<file path="src/rtl/mioc_gate_test_seq.sv">
`default_nettype none
// ============================================================================
//  Module   : mioc_gate_test_seq
//  Purpose  : Pattern sequencer that drives a gate-under-test (in1/in2),
//             waits a settle time, samples z and scores it against the table.
//  Option   : MIOC_SEQ_STOP_ON_FAIL_EN - end the run at the first mismatch.
//  Revision : 1.0 - initial release
// ============================================================================
module mioc_gate_test_seq #(
    parameter int DEPTH  = 16,
    parameter int AW     = 4,
    parameter int SETTLE = 4
) (
    input  logic          clk,
    input  logic          rst,
    input  logic          wr_en,
    input  logic [AW-1:0] wr_addr,
    input  logic [2:0]    wr_data,
    input  logic [AW:0]   num_pat,
    input  logic          start,
    output logic          in1,
    output logic          in2,
    input  logic          z,
    output logic          busy,
    output logic          done,
    output logic [AW:0]   err_cnt,
    output logic          fail,
    output logic [AW-1:0] first_fail_idx,
    output logic          sample_valid,
    output logic          sample_z
);

    localparam logic [2:0] c_s_idle   = 3'd0;
    localparam logic [2:0] c_s_apply  = 3'd1;
    localparam logic [2:0] c_s_settle = 3'd2;
    localparam logic [2:0] c_s_sample = 3'd3;
    localparam logic [2:0] c_s_done   = 3'd4;

    localparam logic [AW:0]   c_depth   = DEPTH[AW:0];
    localparam logic [AW:0]   c_cnt_one = {{AW{1'b0}}, 1'b1};
    localparam logic [AW-1:0] c_idx_one = {{(AW-1){1'b0}}, 1'b1};
    localparam logic [7:0]    c_settle  = SETTLE[7:0];

    logic [2:0]    r_table [DEPTH];
    logic [2:0]    r_state;
    logic [AW-1:0] r_idx;
    logic [AW:0]   r_count;
    logic [7:0]    r_settle_cnt;

    logic [AW:0]   w_clamped;
    logic          w_mismatch;
    logic          w_last;
    logic          w_stop;

    assign w_clamped  = (num_pat > c_depth) ? c_depth : num_pat;
    assign w_mismatch = (z != r_table[r_idx][2]);
    assign w_last     = ({1'b0, r_idx} == (r_count - c_cnt_one));
`ifdef MIOC_SEQ_STOP_ON_FAIL_EN
    assign w_stop     = w_last | w_mismatch;
`else
    assign w_stop     = w_last;
`endif
    assign busy       = (r_state != c_s_idle);

    // The table is deliberately not reset so it survives an aborted run.
    always_ff @(posedge clk) begin
        if (wr_en && (r_state == c_s_idle)) begin
            r_table[wr_addr] <= wr_data;
        end
    end

    always_ff @(posedge clk or posedge rst) begin
        if (rst) begin
            r_state        <= c_s_idle;
            r_idx          <= '0;
            r_count        <= '0;
            r_settle_cnt   <= '0;
            in1            <= 1'b0;
            in2            <= 1'b0;
            done           <= 1'b0;
            err_cnt        <= '0;
            fail           <= 1'b0;
            first_fail_idx <= '0;
            sample_valid   <= 1'b0;
            sample_z       <= 1'b0;
        end else begin
            sample_valid <= 1'b0;
            case (r_state)
                c_s_idle: begin
                    if (start) begin
                        r_idx          <= '0;
                        err_cnt        <= '0;
                        fail           <= 1'b0;
                        first_fail_idx <= '0;
                        done           <= 1'b0;
                        r_count        <= w_clamped;
                        r_state        <= (w_clamped != '0) ? c_s_apply : c_s_done;
                    end
                end
                c_s_apply: begin
                    in1          <= r_table[r_idx][1];
                    in2          <= r_table[r_idx][0];
                    r_settle_cnt <= c_settle;
                    r_state      <= c_s_settle;
                end
                c_s_settle: begin
                    // SETTLE >= 1, so the counter is never entered at zero.
                    r_settle_cnt <= r_settle_cnt - 8'd1;
                    if (r_settle_cnt == 8'd1) begin
                        r_state <= c_s_sample;
                    end
                end
                c_s_sample: begin
                    sample_z     <= z;
                    sample_valid <= 1'b1;
                    if (w_mismatch) begin
                        if (err_cnt != '1) begin
                            err_cnt <= err_cnt + c_cnt_one;
                        end
                        if (!fail) begin
                            fail           <= 1'b1;
                            first_fail_idx <= r_idx;
                        end
                    end
                    if (w_stop) begin
                        r_state <= c_s_done;
                    end else begin
                        r_idx   <= r_idx + c_idx_one;
                        r_state <= c_s_apply;
                    end
                end
                c_s_done: begin
                    done    <= 1'b1;
                    r_state <= c_s_idle;
                end
                default: begin
                    r_state <= c_s_idle;
                end
            endcase
        end
    end

endmodule
`default_nettype wire
</file>
<file path="config.mk">
export PLATFORM = sky130hd
export DESIGN_NAME = mioc_gate_test_seq
export DESIGN_NICKNAME = d
export VERILOG_FILES = /design/src/rtl/mioc_gate_test_seq.sv
export SDC_FILE = /design/constraint.sdc
export NUM_CORES = 1
export LEC_CHECK = 0
export ABC_AREA = 1
export BUFFER_PORTS_ARGS = -buffer_cell sky130_fd_sc_hd__buf_2
export CAP_MARGIN = 20
export CORE_AREA = 2 2 85 87
export DETAILED_ROUTE_END_ITERATION = 12
export DIE_AREA = 0 0 87 89
export GPL_ROUTABILITY_DRIVEN = 1
export PLACE_DENSITY = 0.84
export SYNTH_ARGS = -nofsm -noshare
export SYNTH_HDL_FRONTEND = slang
export SYNTH_SLANG_ARGS = --single-unit
</file>
<file path="constraint.sdc">
create_clock -name clk -period 1.7 [get_ports clk]
set_input_delay 0.34 -clock clk [delete_from_list [all_inputs] [get_ports clk]]
set_output_delay 0.34 -clock clk [all_outputs]
set_load 0.03 [all_outputs]
</file>
==> flow_summary.json, run 1 <==
{
  "cp_max_fo": 8,
  "yosys_warnings": 0,
  "cts_buffers": 9,
  "final-setup-viol-count": 0,
  "row_count": 30,
  "syn_inst": 408,
  "area_delta_synth_final_pct": 20.5,
  "worstMarginPinSlew_ns": 0.440,
  "cp.buffers_inverters": 3,
  "crit_chain": "buf_12, nand2_2, inv_2, nand2_1, nor2_2, nor2_1, nand2_2, nand2_2, nand2_2, nand3_4, buf_6, nand3_4, nand2_1, nand2_1",
  "power.density_mw_per_mm2": 1520,
  "synth-async-reset-ratio_pct": 42.2,
  "synth_edf_count": 48,
  "dieArea_mm2": 0.00774,
  "nets": 500,
  "synthesis.area_mm2": 0.00394,
  "wirelength_um": 8430,
  "die_y_um": 89,
  "final_core_util_pct": 70.6,
  "seq_area_mm2": 0.00232,
  "tns_ns": 0,
  "track_usage_pct": 22.0,
  "ant_nets": 0,
  "io_pins": 33,
  "drt_iter0_drc": 129,
  "rr_startpoint": "r_idx[1]",
  "dpl.hpwl_um": 5750,
  "hold_buffers": 0,
  "synth_fp_nets": 431,
  "die_width_um": 87,
  "max_stage_delay_ns": 0.40,
  "via_per_inst": 5.47,
  "placed_area_mm2": 0.00434,
  "cts.clk_slew.worst_paths_ns": 0.09,
  "drv_cap": 0,
  "core_area_mm2": 0.00672,
  "peakVddDrop_mv": 0.653,
  "routedWlPerCell_um": 15.0,
  "hold_violations": 0,
  "outcome": "completed",
  "critPathTopFamily": "simple AND/OR/NAND/NOR gates",
  "final_layout_size_suffix_gt1_share_pct": 27.0,
  "clock_sinks": 83,
  "synth_area_leaders": "edfxtp_1, dfrtp_1, nand2_1",
  "reg2reg_slack_ns": 0.006,
  "synthDistinctLibCells": 35,
  "hold_class": "in2async",
  "reg2reg_to": "first_fail_idx[0]",
  "clk_latency_ns": 0.35,
  "crit_arrival_ns": 1.94,
  "avgSynthCellArea_um2": 9.66,
  "max_freq_mhz": 590,
  "critPathLaunchType": "register",
  "detail_route.first_pass.iterations": 5,
  "antennaDiodeCount": 0,
  "slew_headroom_pct": 70.7,
  "yosysTopAreaCell": "edfxtp_1",
  "antenna_found_initial": 0,
  "multi_input_area_mm2": 0.00150,
  "postLayoutCellArea_mm2": 0.00475,
  "end_kind": "register",
  "path_class": "reg2reg",
  "place_congestion": 0.837,
  "p_leak_nw": 2.13,
  "route.detailed.drc": 0,
  "ys_seq_area_share_pct": 58.8,
  "finalClockSkew_ns": 0.0161,
  "grt_pass1_vias": 2898,
  "grt_pass1_wl_um": 13200,
  "r2r_cells": 14,
  "cts_tree": "built",
  "synth_top_area_share_pct": 36.6,
  "ctsHtreeMaxLevel": 3,
  "ys_ff_latch": 83,
  "grt_max_degree": 36,
  "vias": 3066,
  "period_needed_ns": 1.69,
  "cts_root_buffer": "clkbuf_8",
  "portBuffers": 32,
  "fin_crit_sh_pct": 99.7,
  "maxSlewViolCount": 0,
  "initial_utilization_pct": 58.6,
  "gr-total-overflow": 0,
  "yosysMostFrequentCell": "nand2_1",
  "clockBufferDepth": 2,
  "rsz0062_at_grt": "yes",
  "synth_top_cells_by_count": "nand2_1, nor2_1, edfxtp_1",
  "crit_top_cell": "nand2_2",
  "required_ns": 1.94,
  "fillers": 479,
  "synth_flop_cell": "edfxtp_1",
  "cpMaxStageDelayCell": "dfrtp_1"
}
registers in the layout, summed over array words and instances (netlist names):
| register | cells |
|---|---|
| fail | 1 |
| err_cnt | 5 |
| in2 | 1 |
| sample_z | 1 |
| in1 | 1 |
| first_fail_idx | 4 |
| done | 1 |
| sample_valid | 1 |
| r_state | 3 |
| r_idx | 4 |
| r_table | 48 |
| r_settle_cnt | 8 |
| r_count | 5 |
cell type report:
cell class,instances,area share (%)
Tap cell,80,2.11
Inverter,47,3.85
Clock buffer,10,2.69
Multi-Input combinational cell,269,31.5
Clock inverter,5,1.13
Timing Repair Buffer,67,9.86
Sequential cell,83,48.9
worst min-delay path: stages:
cell and delay [ns]:
buf_2 0.09, inv_1 0.04, buf_4 0.38
cells in the final DEF (no fill, tap or decap), drive strengths merged, types with 2 or more instances in the layout:
cell	Yosys	layout
nor2	62	62
nand2	99	99
or2	2	2
o211ai	2	2
nand4	11	11
nand3	15	15
inv	47	47
a21oi	16	16
clkinv	0	2
edfxtp	48	48
mux2i	4	4
dfrtp	35	35
clkbuf	3	10
buf	6	67
clkinvlp	0	2
o21ai	24	24
xnor2	2	2
nor3	6	6
o22ai	7	7
xor2	6	6
nor3b	3	3
ha	6	6
metal layers:
| metal | vias to the layer above | track usage (%) | part of all wire [%] |
|---|---|---|---|
| li1 | 1496 | - | - |
| met5 | - | 0 | 0 |
| met3 | 20 | 4.43 | 5.8 |
| met1 | 1444 | 28.3 | 41 |
| met2 | 106 | 38.4 | 51 |
| met4 | 0 | 5.68 | 1.9 |
metrics by stage:
step	worst slack, ns	hold WS [ns]	power (mW)	instances
final	0.00571	0.0719	7.19	561
after global routing	-0.145	0.111	7.66	561
after CTS	0.0111	0.0850	6.84	552
after detailed placement	-0.0483	0.460	5.45	537
after global placement	0.0234	0.453	5.35	537
after floorplan	0.0537	0.439	4.62	408
kinds of logic (layout without fill, tap and decap cells):
logic type / Yosys count / after routing / synth area share [%]
fa+ha+maj: 6 / 6 / 1.91
xor+xnor: 8 / 8 / 1.78
flops: 83 / 83 / 58.8
mux: 5 / 5 / 1.30
simple gates: 199 / 199 / 22.6
compound gates: 51 / 51 / 6.99
buf+inv: 56 / 129 / 6.57
where the power goes:
| group | internal (mW) | total (mW) | leakage [nW] | switching, mW |
|---|---|---|---|---|
| Clock | 0.667 | 1.34 | 0.0878 | 0.672 |
| Combinational | 1.25 | 3.21 | 1.15 | 1.96 |
| Sequential | 2.43 | 2.64 | 0.890 | 0.215 |
| Total | 4.34 | 7.19 | 2.13 | 2.85 |
repair_timing:
action | in CTS | in global routing
gates resized for setup | 6 | 39
pin swaps | 1 | 20
setup buffers | 0 | 9
endpoints found under the setup margin | 9 | 39
worst max-delay path by stage:
stage,from,to,cells past startpoint
final,r_idx[1],first_fail_idx[0],14
after global routing,r_idx[0],r_idx[0],10
after CTS,r_idx[1],first_fail_idx[2],12
after detailed placement,r_idx[0],first_fail_idx[2],12
after global placement,r_idx[0],err_cnt[1],11
after floorplan,err_cnt[0],err_cnt[0],10
Power figures use the tool's default switching activity.
==> inputs of run 2 (changes only) <==
--- a/config.mk
+++ b/config.mk
@@ -13,6 +13,7 @@
 export DIE_AREA = 0 0 87 89
 export GPL_ROUTABILITY_DRIVEN = 1
 export PLACE_DENSITY = 0.84
+export SETUP_SLACK_MARGIN = 0.15
 export SYNTH_ARGS = -nofsm -noshare
 export SYNTH_HDL_FRONTEND = slang
 export SYNTH_SLANG_ARGS = --single-unit
==> run 2 against run 1 <==
Net effect: the run now ends with setup timing left; register-to-register slack worse by 0.09 ns; routed wire length is 12% higher; final area is 5.3% higher; fmax is 5.0% lower; final cell count is 0.89% higher; die area stayed put; clock-buffer cell count is 1 lower; global-route usage is 2.4 points higher; power is 9.5% higher; flip-flop and latch count stayed put; combinational power is 14% higher; core utilization is 3.7 points higher.
==> flow_summary.json, run 2 (same netlist as run 1, synthesis figures left out) <==
{
  "outcome": "complete, but fails checks",
  "violations": "setup timing",
  "largest_register_ffs": 48,
  "gr-total-overflow": 0,
  "critPathLaunchType": "register",
  "crit_arrival_ns": 2.05,
  "dieArea_mm2": 0.00774,
  "die_y_um": 89,
  "fin_crit_sh_pct": 105,
  "fin_ws_ns": -0.0837,
  "worstMarginPinSlew_ns": 0.446,
  "required_ns": 1.96,
  "area_delta_synth_final_pct": 26.8,
  "detail_route.first_pass.iterations": 5,
  "mostFrequentLayoutCells": "nand2_1, edfxtp_1, inv_1",
  "cts_root_buffer": "clkbuf_8",
  "die_width_um": 87,
  "clockBufferDepth": 2,
  "routedWlPerCell_um": 16.6,
  "period_needed_ns": 1.78,
  "rsz0062_at_grt": "yes",
  "drt_iter0_drc": 155,
  "tns_ns": -0.0877,
  "hold_class": "in2async",
  "ctsHtreeMaxLevel": 3,
  "power.density_mw_per_mm2": 1580,
  "row_count": 30,
  "cts.clk_slew.worst_paths_ns": 0.08,
  "antennaDiodeCount": 0,
  "track_usage_pct": 24.5,
  "nets": 504,
  "postLayoutCellArea_mm2": 0.00500,
  "cts_tree": "built",
  "dpl.hpwl_um": 5960,
  "maxSlewViolCount": 0,
  "clock_sinks": 83,
  "wirelength_um": 9410,
  "cp_max_fo": 6,
  "finalClockSkew_ns": 0.00464,
  "layout_commonest_cell": "nand2_1",
  "ant_nets": 0,
  "placed_area_mm2": 0.00433,
  "initial_utilization_pct": 58.6,
  "finalPower_mw": 7.88,
  "hold_violations": 0,
  "io_pins": 33,
  "path_class": "reg2reg",
  "slew_headroom_pct": 70.3,
  "vias": 3172,
  "end_kind": "register",
  "reg_top3": "r_table x48, r_settle_cnt x8",
  "route.detailed.drc": 0,
  "holdWs_ns": 0.0755,
  "hold_buffers": 0,
  "clk_latency_ns": 0.35,
  "max_freq_mhz": 561,
  "dp_slack_ns": -0.0733,
  "cts_buffers": 9,
  "final_layout_size_suffix_gt1_share_pct": 34.4,
  "grt_max_degree": 36,
  "final_core_util_pct": 74.4,
  "largest_register": "r_table",
  "dp.cells": 535,
  "place_congestion": 0.852,
  "grt_pass1_wl_um": 14300,
  "p_leak_nw": 2.20,
  "grt_pass1_vias": 3028,
  "final-setup-viol-count": 2,
  "core_area_mm2": 0.00672,
  "antenna_found_initial": 0,
  "portBuffers": 32,
  "via_per_inst": 5.60,
  "instances_no_fill": 566,
  "peakVddDrop_mv": 0.627,
  "drv_cap": 0
}
-- run 2: changes by cell type in the layout (fill, tap and decap cells not counted), sizes merged --
cell / delta
nand3: +1
inv: +1
clkinv: +2
buf: +2
clkinvlp: -2
bufinv: +1
-- run 2: critical path, cell delays in order, from the launching register on --
cell     delay, ns
dfrtp_1       0.41
inv_2         0.09
ha_4          0.20
xor2_1        0.16
o21ai_1       0.10
nor3b_2       0.21
nand4_1       0.15
nand2_2       0.15
nor2_1        0.05
nor2_1        0.17
-- run 2: path summary, 6_finish.rpt --
kind / cells past startpoint / startpoint / slack [ns] / to
max: 9 / r_count[1] / -0.08 / r_idx[0]
min in group clk: 3 / num_pat[2] / 0.22 / r_count[2]
min reg2reg: 2 / first_fail_idx[1] / 0.47 / first_fail_idx[1]
max in group asynchronous: 3 / rst / 1.29 / r_idx[0]
min: 3 / rst / 0.08 / r_settle_cnt[0]
max reg2reg: 9 / r_count[1] / -0.08 / r_idx[0]
-- run 2: area by class of cell --
cell class / count / area, µm²
multi-input cells: 270 / 1650
clock inverters: 7 / 91.3
fillers: 444 / 1720
inverters: 47 / 186
repair buffers: 70 / 520
flip-flops and latches: 83 / 2320
well taps: 80 / 100
clock buffers: 9 / 124
-- run 2: layer usage --
| metal | track usage, % | vias to the layer above | part of all wire (%) |
|---|---|---|---|
| li1 | - | 1497 | - |
| met5 | 0 | - | 0 |
| met2 | 42.6 | 122 | 52 |
| met4 | 11.2 | 0 | 3.5 |
| met3 | 3.69 | 32 | 4.5 |
| met1 | 30.2 | 1521 | 40 |
-- run 2: power by group --
part | switching, mW | total, mW | internal (mW) | leakage (nW)
logic | 2.18 | 3.65 | 1.47 | 1.21
clock network | 0.707 | 1.53 | 0.825 | 0.111
registers | 0.264 | 2.70 | 2.43 | 0.887
total | 3.15 | 7.88 | 4.72 | 2.20
-- run 2: what timing repair did --
item                                    CTS  global route
gates resized for setup                  43            55
pin swaps                                 7            25
setup buffers                             6             7
endpoints found under the hold margin     0             0
endpoints found under the setup margin   66            77
cloned                                    2             1
==> inputs of run 3 (changes only) <==
--- a/config.mk
+++ b/config.mk
@@ -13,6 +13,7 @@
 export DIE_AREA = 0 0 87 89
 export GPL_ROUTABILITY_DRIVEN = 1
 export PLACE_DENSITY = 0.84
+export RECOVER_POWER = 25
 export SETUP_SLACK_MARGIN = 0.15
 export SYNTH_ARGS = -nofsm -noshare
 export SYNTH_HDL_FRONTEND = slang
==> run 3 against run 2 <==
Net effect: setup slack improved by 0.0011 ns; the run still ends with setup timing left; core utilization decreased by 0.056 points; global-route usage unchanged; critical path depth unchanged; worst hold slack improved by 0.14 ns.
==> flow_summary.json, run 3 (same netlist as run 1, synthesis figures left out) <==
{
  "clockBufferDepth": 2,
  "dieArea_mm2": 0.00774,
  "r2r_cells": 9,
  "wirelength_um": 9400,
  "critPathTopFamily": "simple AND/OR/NAND/NOR gates",
  "drv_cap": 0,
  "nets": 504,
  "hold_violations": 0,
  "drt_iter0_drc": 155,
  "dp_slack_ns": -0.0733,
  "hold_start": "num_pat[2]",
  "grt_max_degree": 36,
  "final-setup-viol-count": 2,
  "row_count": 30,
  "reg2reg_to": "r_idx[0]",
  "place_congestion": 0.852,
  "ant_nets": 0,
  "dpl.hpwl_um": 5960,
  "die_width_um": 87,
  "cts.clk_slew.worst_paths_ns": 0.08,
  "largest_register": "r_table",
  "worstMarginPinSlew_ns": 0.875,
  "fin_crit_sh_pct": 105,
  "cts_buffers": 9,
  "route.detailed.drc": 0,
  "reg2reg_slack_ns": -0.08,
  "finalClockSkew_ns": 0.00449,
  "via_per_inst": 5.59,
  "clk_latency_ns": 0.35,
  "rsz0062_at_grt": "yes",
  "maxSlewViolCount": 0,
  "period_needed_ns": 1.78,
  "max_stage_delay_ns": 0.41,
  "fillers": 445,
  "required_ns": 1.96,
  "hold_class": "in2reg",
  "path_class": "reg2reg",
  "layout_commonest_cell": "nand2_1",
  "cts_root_buffer": "clkbuf_8",
  "io_pins": 33,
  "vias": 3166,
  "crit_top_cell": "nor2_1",
  "hold_buffers": 0,
  "min_to": "r_count[2]",
  "gr-total-overflow": 0,
  "critPathLaunchType": "register",
  "max_freq_mhz": 561,
  "track_usage_pct": 24.5,
  "rr_startpoint": "r_count[1]",
  "core_area_mm2": 0.00672,
  "antennaDiodeCount": 0,
  "grt_pass1_vias": 3028,
  "final_core_util_pct": 74.3,
  "cp.buffers_inverters": 1,
  "violations": "setup timing",
  "crit_chain": "inv_2, ha_4, xor2_1, o21ai_1, nor3b_2, nand4_1, nand2_2, nor2_1, nor2_1",
  "largest_register_ffs": 48,
  "detail_route.first_pass.iterations": 5,
  "end_kind": "register",
  "portBuffers": 32,
  "area_delta_synth_final_pct": 26.7,
  "p_leak_nw": 2.20,
  "cpMaxStageDelayCell": "dfrtp_1",
  "reg_top3": "r_table x48, r_settle_cnt x8",
  "ctsHtreeMaxLevel": 3,
  "slew_headroom_pct": 41.7,
  "fin_ws_ns": -0.0826,
  "clock_sinks": 83,
  "whs_path_depth": 3,
  "initial_utilization_pct": 58.6,
  "mostFrequentLayoutCells": "nand2_1, edfxtp_1, inv_1",
  "power.density_mw_per_mm2": 1580,
  "cp_max_fo": 6,
  "peakVddDrop_mv": 0.627,
  "outcome": "complete, but fails checks",
  "routedWlPerCell_um": 16.6,
  "grt_pass1_wl_um": 14300,
  "die_y_um": 89,
  "cts_tree": "built",
  "crit_arrival_ns": 2.04,
  "final_layout_size_suffix_gt1_share_pct": 34.2,
  "antenna_found_initial": 0
}
## run 3: changes by cell type in the layout (fill, tap and decap cells not counted)
| cell | previous run | this run |
|---|---|---|
| buf_4 | 28 | 27 |
| clkbuf_1 | 0 | 1 |
| clkbuf_2 | 0 | 1 |
| buf_2 | 31 | 30 |
## run 3: routing by layer
layer  share of wire (%)  GRT usage (%)
met5                   0              0
met3                 4.6           3.69
met2                  52           42.6
met4                 3.4           11.2
met1                  40           30.2
## run 3: timing repair
action,in CTS,in global routing
setup endpoints to repair,66,77
resized for setup,43,55
pin swaps,7,25
buffers inserted,6,7
cloned,2,1
## run 3: cell type report
| cell class | count | area [µm²] | area share [%] |
|---|---|---|---|
| clock buffer | 9 | 124 | 2.48 |
| clock inverter | 7 | 91.3 | 1.83 |
| inverter | 47 | 186 | 3.73 |
| multi-input combinational | 270 | 1650 | 33.1 |
| sequential | 83 | 2320 | 46.5 |
| tap | 80 | 100 | 2.01 |
| timing repair buffer | 70 | 517 | 10.4 |
## run 3: tightest hold or removal path, cell delays in order
cell and delay (ns):
buf_2 0.09, nand2_1 0.05, o21ai_0 0.06
## run 3: stage by stage
step	instances	area, µm²	setup TNS [ns]	total power [mW]	hold WS [ns]
floorplan	408	3950	0	4.64	0.439
global placement	535	4330	-0.0389	5.30	0.452
detailed placement	535	4330	-0.612	5.42	0.455
CTS	559	4740	0	7.32	0.0812
global route	566	4990	-0.904	8.31	0.260
finish	566	4990	-0.0854	7.88	0.218
## run 3: how the worst max path moves through the flow
stage,start,end,slack (ns),cells after the start
floorplan,r_state[2],r_table[11][0],0.14,5
global placement,r_count[1],r_idx[0],-0.04,9
detailed placement,r_idx[0],err_cnt[0],-0.07,12
CTS,r_count[1],r_idx[0],0.0006,9
global route,r_count[1],r_idx[0],-0.16,9
finish,r_count[1],r_idx[0],-0.08,9
## run 3: where the power goes
part / leakage, nW / switching, mW / internal [mW]
Clock: 0.111 / 0.706 / 0.825
Sequential: 0.887 / 0.263 / 2.43
Combinational: 1.20 / 2.18 / 1.47
Total: 2.20 / 3.15 / 4.72
